<file path="src/rtl/jtcolmix_palrd.sv">
// Palette read and colour stage. Each pixel's 16-bit palette word is fetched from byte-wide RAM.
// The word is expanded to 8 bits per channel, shaded or highlighted, then presented one pixel later.
module jtcolmix_palrd #(
  parameter bit SHADOW_EN  = 1'b1,
  parameter bit BLANK_ZERO = 1'b1
) (
  input  logic        i_rst,
  input  logic        i_clk,
  input  logic        i_pxl_cen,
  input  logic        i_lhbl,
  input  logic        i_lvbl,
  input  logic [10:0] i_pal_idx,
  input  logic        i_col_n,
  input  logic [1:0]  i_shd,
  input  logic        i_brit,
  output logic [11:0] o_pal_addr,
  input  logic [7:0]  i_pal_dout,
  output logic [7:0]  o_red,
  output logic [7:0]  o_green,
  output logic [7:0]  o_blue,
  output logic        o_lhbl_dly,
  output logic        o_lvbl_dly,
  output logic [2:0]  o_dbg_st,
  output logic        o_dbg_valid
);

  logic [10:0] r_idx;
  logic        r_col_n;
  logic [1:0]  r_shd;
  logic        r_brit;
  logic        r_lhbl;
  logic        r_lvbl;
  logic        r_armed;
  logic        r_valid;
  logic [2:0]  r_st;
  logic [7:0]  r_lo;
  logic [7:0]  r_hi;
  logic [23:0] r_hold;

  logic [10:0] w_idx;
  logic        w_shadow;
  logic        w_hilite;
  logic        w_new;
  logic        w_blank;
  logic [23:0] w_proc;
  logic [23:0] w_col;

  function automatic logic [7:0] f_chan(input logic [4:0] c, input logic sh, input logic hl);
    logic [7:0] c8;
    c8 = {c, c[4:2]};
    if (sh)      f_chan = c8 >> 1;
    else if (hl) f_chan = c8 + ((~c8) >> 1);
    else         f_chan = c8;
  endfunction

  assign w_idx      = r_col_n ? 11'd0 : r_idx;
  // Address stays on the odd byte for every step past 0, so late passes never re-touch RAM.
  assign o_pal_addr = {w_idx, r_st != 3'd0};
  assign w_shadow   = SHADOW_EN && (r_shd != 2'b11);
  assign w_hilite   = SHADOW_EN && (r_shd == 2'b11) && r_brit;
  assign w_new      = r_valid && (r_st == 3'd3);
  assign w_blank    = BLANK_ZERO && !(r_lhbl && r_lvbl);
  assign o_dbg_st   = r_st;
  assign o_dbg_valid = r_valid;

  always_comb begin
    w_proc = {f_chan(r_lo[4:0], w_shadow, w_hilite),
              f_chan({r_hi[1:0], r_lo[7:5]}, w_shadow, w_hilite),
              f_chan(r_hi[6:2], w_shadow, w_hilite)};
    // A pixel edge landing on the compute step still gets this pixel's colour.
    w_col  = w_new ? w_proc : r_hold;
  end

  always_ff @(posedge i_clk or posedge i_rst) begin
    if (i_rst) begin
      r_idx      <= '0;
      r_col_n    <= 1'b0;
      r_shd      <= '0;
      r_brit     <= 1'b0;
      r_lhbl     <= 1'b0;
      r_lvbl     <= 1'b0;
      r_armed    <= 1'b0;
      r_valid    <= 1'b0;
      r_st       <= '0;
      r_lo       <= '0;
      r_hi       <= '0;
      r_hold     <= '0;
      o_red      <= '0;
      o_green    <= '0;
      o_blue     <= '0;
      o_lhbl_dly <= 1'b0;
      o_lvbl_dly <= 1'b0;
    end else begin
      if (i_pxl_cen) begin
        r_idx   <= i_pal_idx;
        r_col_n <= i_col_n;
        r_shd   <= i_shd;
        r_brit  <= i_brit;
        r_lhbl  <= i_lhbl;
        r_lvbl  <= i_lvbl;
        r_armed <= 1'b1;
        r_valid <= 1'b0;
        r_st    <= '0;
      end else begin
        if (r_st != 3'd7) r_st <= r_st + 3'd1;
        if (r_armed && r_st == 3'd1) r_lo <= i_pal_dout;
        if (r_armed && r_st == 3'd2) begin
          r_hi    <= i_pal_dout;
          r_valid <= 1'b1;
        end
      end
      if (w_new) r_hold <= w_proc;
      if (i_pxl_cen) begin
        {o_red, o_green, o_blue} <= w_blank ? 24'd0 : w_col;
        o_lhbl_dly <= r_lhbl;
        o_lvbl_dly <= r_lvbl;
      end
    end
  end

endmodule

</file>
<file path="config.mk">
export PLATFORM = sky130hd
export DESIGN_NAME = jtcolmix_palrd
export DESIGN_NICKNAME = d
export VERILOG_FILES = /design/src/rtl/jtcolmix_palrd.sv
export SDC_FILE = /design/constraint.sdc
export NUM_CORES = 1
export LEC_CHECK = 0
export CELL_PAD_IN_SITES_DETAIL_PLACEMENT = 0
export CELL_PAD_IN_SITES_GLOBAL_PLACEMENT = 1
export CORE_MARGIN = 2
export CORE_UTILIZATION = 30
export CTS_CLUSTER_SIZE = 28
export DETAILED_ROUTE_END_ITERATION = 10
export DONT_BUFFER_PORTS = 1
export PLACE_DENSITY_LB_ADDON = 0.1
export SLEW_MARGIN = 10
export SYNTH_ARGS = -nofsm -noshare
export SYNTH_HDL_FRONTEND = slang
export SYNTH_SLANG_ARGS = --single-unit
</file>
<file path="constraint.sdc">
create_clock -name i_clk -period 4.1 [get_ports i_clk]
set_input_delay 0.82 -clock i_clk [delete_from_list [all_inputs] [get_ports i_clk]]
set_output_delay 0.82 -clock i_clk [all_outputs]
set_load 0.01 [all_outputs]
</file>
-- Word-level counts from Yosys, hierarchy flattened
Cells that the tools add are included.
W data, S select, Z words.
- register bits after elaboration: 87
- input port bits: 28
- output and inout port bits: 42
- logic and storage cells: 54
- $add $sub $neg: 4
- eq/ne operators: 6
- mux-type cells: 13
- bitwise logic cells: 4
- reduce and logical (&&, ||, !) cells: 10
- operator list (cell ; number):
    $mux W24 ; 2
    $mux W8 ; 6
    $add A8 B7 Y8 ; 3
    $not A8 Y8 ; 3
    $mux W11 ; 1
    $eq A3 B2 Y1 const B ; 2
    $mux W3 ; 2
    $logic_and A1 B1 Y1 ; 5
    $reduce_and A2 Y1 ; 2
    $reduce_bool A2 Y1 ; 2
    $add A3 B1 Y3 const B ; 1
    $eq A3 B1 Y1 const B ; 1
    $ne A3 B3 Y1 const B ; 1
    $reduce_bool A3 Y1 ; 1
    $eq A2 B2 Y1 const B ; 1
    $mux W1 ; 2
    $ne A2 B2 Y1 const B ; 1
    $not A1 Y1 ; 1

-- Logic depth before layout (Yosys ltp)
- depth after elaboration: 6
- gate-level depth with buffers: 8

-- Worst setup path after synthesis
No wires, ideal clock.
- path kind: register -> register
- from: register r_hi[6]
- to: register o_blue[6]
- setup time: 126 ps
- data arrival time: 1982 ps
- path slack: 1992 ps
- cell stages (with the launch flop): 9
- path buffers: 1
- period minus slack after synthesis: 2108 ps
- path through: dfrtp_1 -> inv_1 -> ha_1 -> buf_6 -> a21oi_2 -> o21bai_1 -> a31o_2 -> mux2_1 -> a221o_1
- longest elaborated chain between the ends: 6
- RTL lines (what ; line ; source):
    start: declaration ; 37 ; logic [7:0] r_hi;
    start signal: assignment ; 108 ; r_hi <= i_pal_dout;
    $not A8 Y8 ; 52 ; else if (hl) f_chan = c8 + ((~c8) >> 1);
    $add A8 B7 Y8 ; 52 ;
    $mux W8 ; 52 ;
    $mux W8 (*) ; 51 ; if (sh) f_chan = c8 >> 1;
    $mux W24 (*) ; - ;
    $mux W24 (*) ; 114 ; {o_red, o_green, o_blue} <= w_blank ? 24'd0 : w_col;
    end signal: assignment ; 114 ;
    end: declaration ; 20 ; output logic [7:0] o_blue,
Every way passes the cells marked *; elsewhere a longest branch is shown, timed or not.
A chain may end at the register's enable or synchronous reset.

-- Worst setup path in the final report
- from: register r_st[0] (netlist: o_dbg_st[0])
- to: register o_red[6]
- longest elaborated chain between the ends: 4
- RTL lines (what ; line ; source):
    start: declaration ; 35 ; logic [2:0] r_st;
    start signal: assignment ; 105 ; if (r_st != 3'd7) r_st <= r_st + 3'd1;
    $eq A3 B2 Y1 ; 61 ; assign w_new = r_valid && (r_st == 3'd3);
    $logic_and A1 B1 Y1 ; 61 ;
    $mux W24 ; - ;
    net w_col[22] ; 46 ; logic [23:0] w_col;
    $mux W24 ; 114 ;
    end signal: assignment ; 114 ;
    end: declaration ; 18 ; output logic [7:0] o_red,
The timed path passes the listed nets, and every way through them passes these cells.

==> flow_metrics.tcl <==
set metrics [dict create \
    synth.avg_cell_area_um2 10.3 \
    critPathLaunchType "register" \
    p_per_area_nw_per_um2 651 \
    syn_nets 498 \
    synth-seq-area-share_pct 47.6 \
    max_freq_mhz 392 \
    viasPerCell 5.37 \
    drc_errors 0 \
    path_common_cell "ha_1" \
    post-route-period-util_pct 62.2 \
    crit_type "register to register" \
    vias 3394 \
    slew_viol_final 0 \
    drtIter0Drc 154 \
    required_ns 4.33 \
    io_pins 70 \
    grt_overflow 0 \
    syn-cell-area_um2 4570 \
    mostFrequentLayoutCell "dfrtp_1" \
    cts_sinks 87 \
    drv_cap 0 \
    clk_pin_slew_worst_paths_ns 0.07 \
    worstPathMaxFanout 16 \
    fin_skew_ns 0.00788 \
    grt_pass1_vias 3523 \
    antenna_found_initial 0 \
    synthArstFlopShare_pct 100 \
    slew_headroom_pct 30.0 \
    ys_types 59 \
    setup_viol 0 \
    dr.pass1.iters 4 \
    yosys_warnings 0 \
    ys_seq_elements 87 \
    htree_levels 3 \
    die_area_um2 16300 \
    grt_usage_pct 16.8 \
    cts.root.buffer_cell "clkbuf_16" \
    utilization_pct 33.5 \
    synth_edf_count 0 \
    diodes 0 \
    fin_hold_ws_ns 0.325 \
    max_slew.worst_pin.slew_ns 1.05 \
    cts-hold-fix-buffers 0 \
    rows 45 \
    placeableCoreArea_um2 15000 \
    grt_pass1_wl_um 20600 \
    tritoncts "yes" \
    hp-class "input pin to asynchronous set/reset pin" \
    finalSetupTns_ns 0 \
    ff2ff_path_depth 7 \
    numCtsBuffers 9 \
    critPathArrivalTime_ns 2.78 \
    initial_utilization_pct 30.4 \
    crit_chain "ha_1 > ha_1 > nand2_1 > buf_4 > a221o_1 > o32a_1 > a22o_1" \
    p_leak_nw 2.23 \
    dp_hpwl_um 9370 \
    synth_flop_cell "dfrtp_1" \
    die_w_um 127 \
    synthToLayoutAreaGrowth_pct 10.2 \
    hold_viol 0 \
    crit_slowest_cell "dfrtp_1" \
    rsz0062_at_grt "no" \
    status "complete, no violations" \
    fin_crit_ns 2.55 \
    routabilityCongestion 0.777 \
    power.total_w 0.00328 \
    end_kind "register" \
    postCtsSetupBuffers 0 \
    cpPeakStageDelay_ns 0.47 \
    die_h_um 127 \
    drtAntennaViolNets 0 \
    numPortBuffers 0 \
    wl_per_cell_um 20.3 \
    worst_skew_pair.late_latency_ns 0.35 \
    routed_wl_um 12800 \
    layout_common_cells "dfrtp_1, nand2_1, o21ai_0" \
    grt_max_degree 36 \
    final_nets 491 \
    drive_gt1_share_pct 10.8 \
    cts_resized 0 \
    netlist_instances 446 \
    clk_path_buf_depth 2 \
    peakVddDrop_mv 0.200 \
]
==> cell families (layout without fill, tap and decap cells) <==
group           after synthesis  after routing  share of synthesized area [%]
buf+inv                      48             46                           4.24
fa+ha+maj                    24             24                           6.56
flops                        87             87                           47.6
mux                          27             27                           6.48
compound gates              140            140                           21.2
xor+xnor                     17             17                           3.26
simple gates                103            103                           10.6
==> worst max-delay path: cells and delay by family, from the launching register on <==
kind | cells | cell delay, ns
flops | 1 | 0.47
buf+inv | 1 | 0.35
simple gates | 1 | 0.40
compound gates | 3 | 0.75
fa+ha+maj | 2 | 0.44
==> per-stage QoR <==
step / instances / cell area, um2 / worst slack (ns)
after floorplan: 446 / 4570 / 1.03
after global placement: 616 / 4760 / 1.60
after detailed placement: 616 / 4760 / 1.55
after CTS: 632 / 5040 / 1.56
after global routing: 632 / 5040 / 1.40
final: 632 / 5040 / 1.55
==> state kept, by name (all words and copies together) (netlist names) <==
name,flops
o_red,8
r_armed,1
r_brit,1
r_lvbl,1
o_dbg_valid,1
o_blue,8
r_lo,8
r_lhbl,1
r_hi,7
o_dbg_st,3
o_green,8
o_lvbl_dly,1
r_hold,24
r_shd,2
r_idx,11
o_lhbl_dly,1
r_col_n,1
==> worst paths after layout <==
kind,slack (ns),endpoint,from
max,1.55,o_red[6],o_dbg_st[0]
min,0.32,o_green[0],i_rst
max reg2reg,1.55,o_red[6],o_dbg_st[0]
min reg2reg,0.48,r_hold[7],r_hold[7]
max in group asynchronous,2.96,o_dbg_st[0],i_rst
min in group i_clk,0.48,r_hold[7],r_hold[7]
==> Yosys cell counts, drive strengths merged (8+ instances only) <==
cell	number	share of area [%]
a22o	19	3.6
dfrtp	87	48
nor2	24	2.0
o21ai	36	3.9
a21oi	31	3.5
xnor2	15	2.9
buf	9	1.0
clkbuf	16	1.3
a221o	8	1.8
inv	23	1.9
mux2	21	5.2
ha	24	6.6
nand2	43	3.5
nor2b	13	1.8
==> layout make-up <==
cell class | count | area [um2]
tap | 188 | 235
clock inverter | 5 | 41.3
fill | 1552 | 9990
timing repair buffer | 7 | 52.6
multi-input combinational | 311 | 2200
clock buffer | 11 | 243
inverter | 23 | 87.6
sequential | 87 | 2180
==> routing by layer <==
metal  GRT usage, %  vias to the layer above  wire length [um]
li1               -                     1602                 -
met1           22.1                     1704              6010
met2           26.6                       76              5910
met3           4.27                       12               725
met4           6.33                        0               199
met5              0                        -                 0
==> where the power goes <==
group          switching (W)  total [W]  internal, W
combinational       0.000720    0.00127     0.000551
sequential          0.000175    0.00122      0.00105
clock               0.000357   0.000789     0.000432
total                0.00125    0.00328      0.00203
No activity file was read; power rests on OpenSTA's default activity.
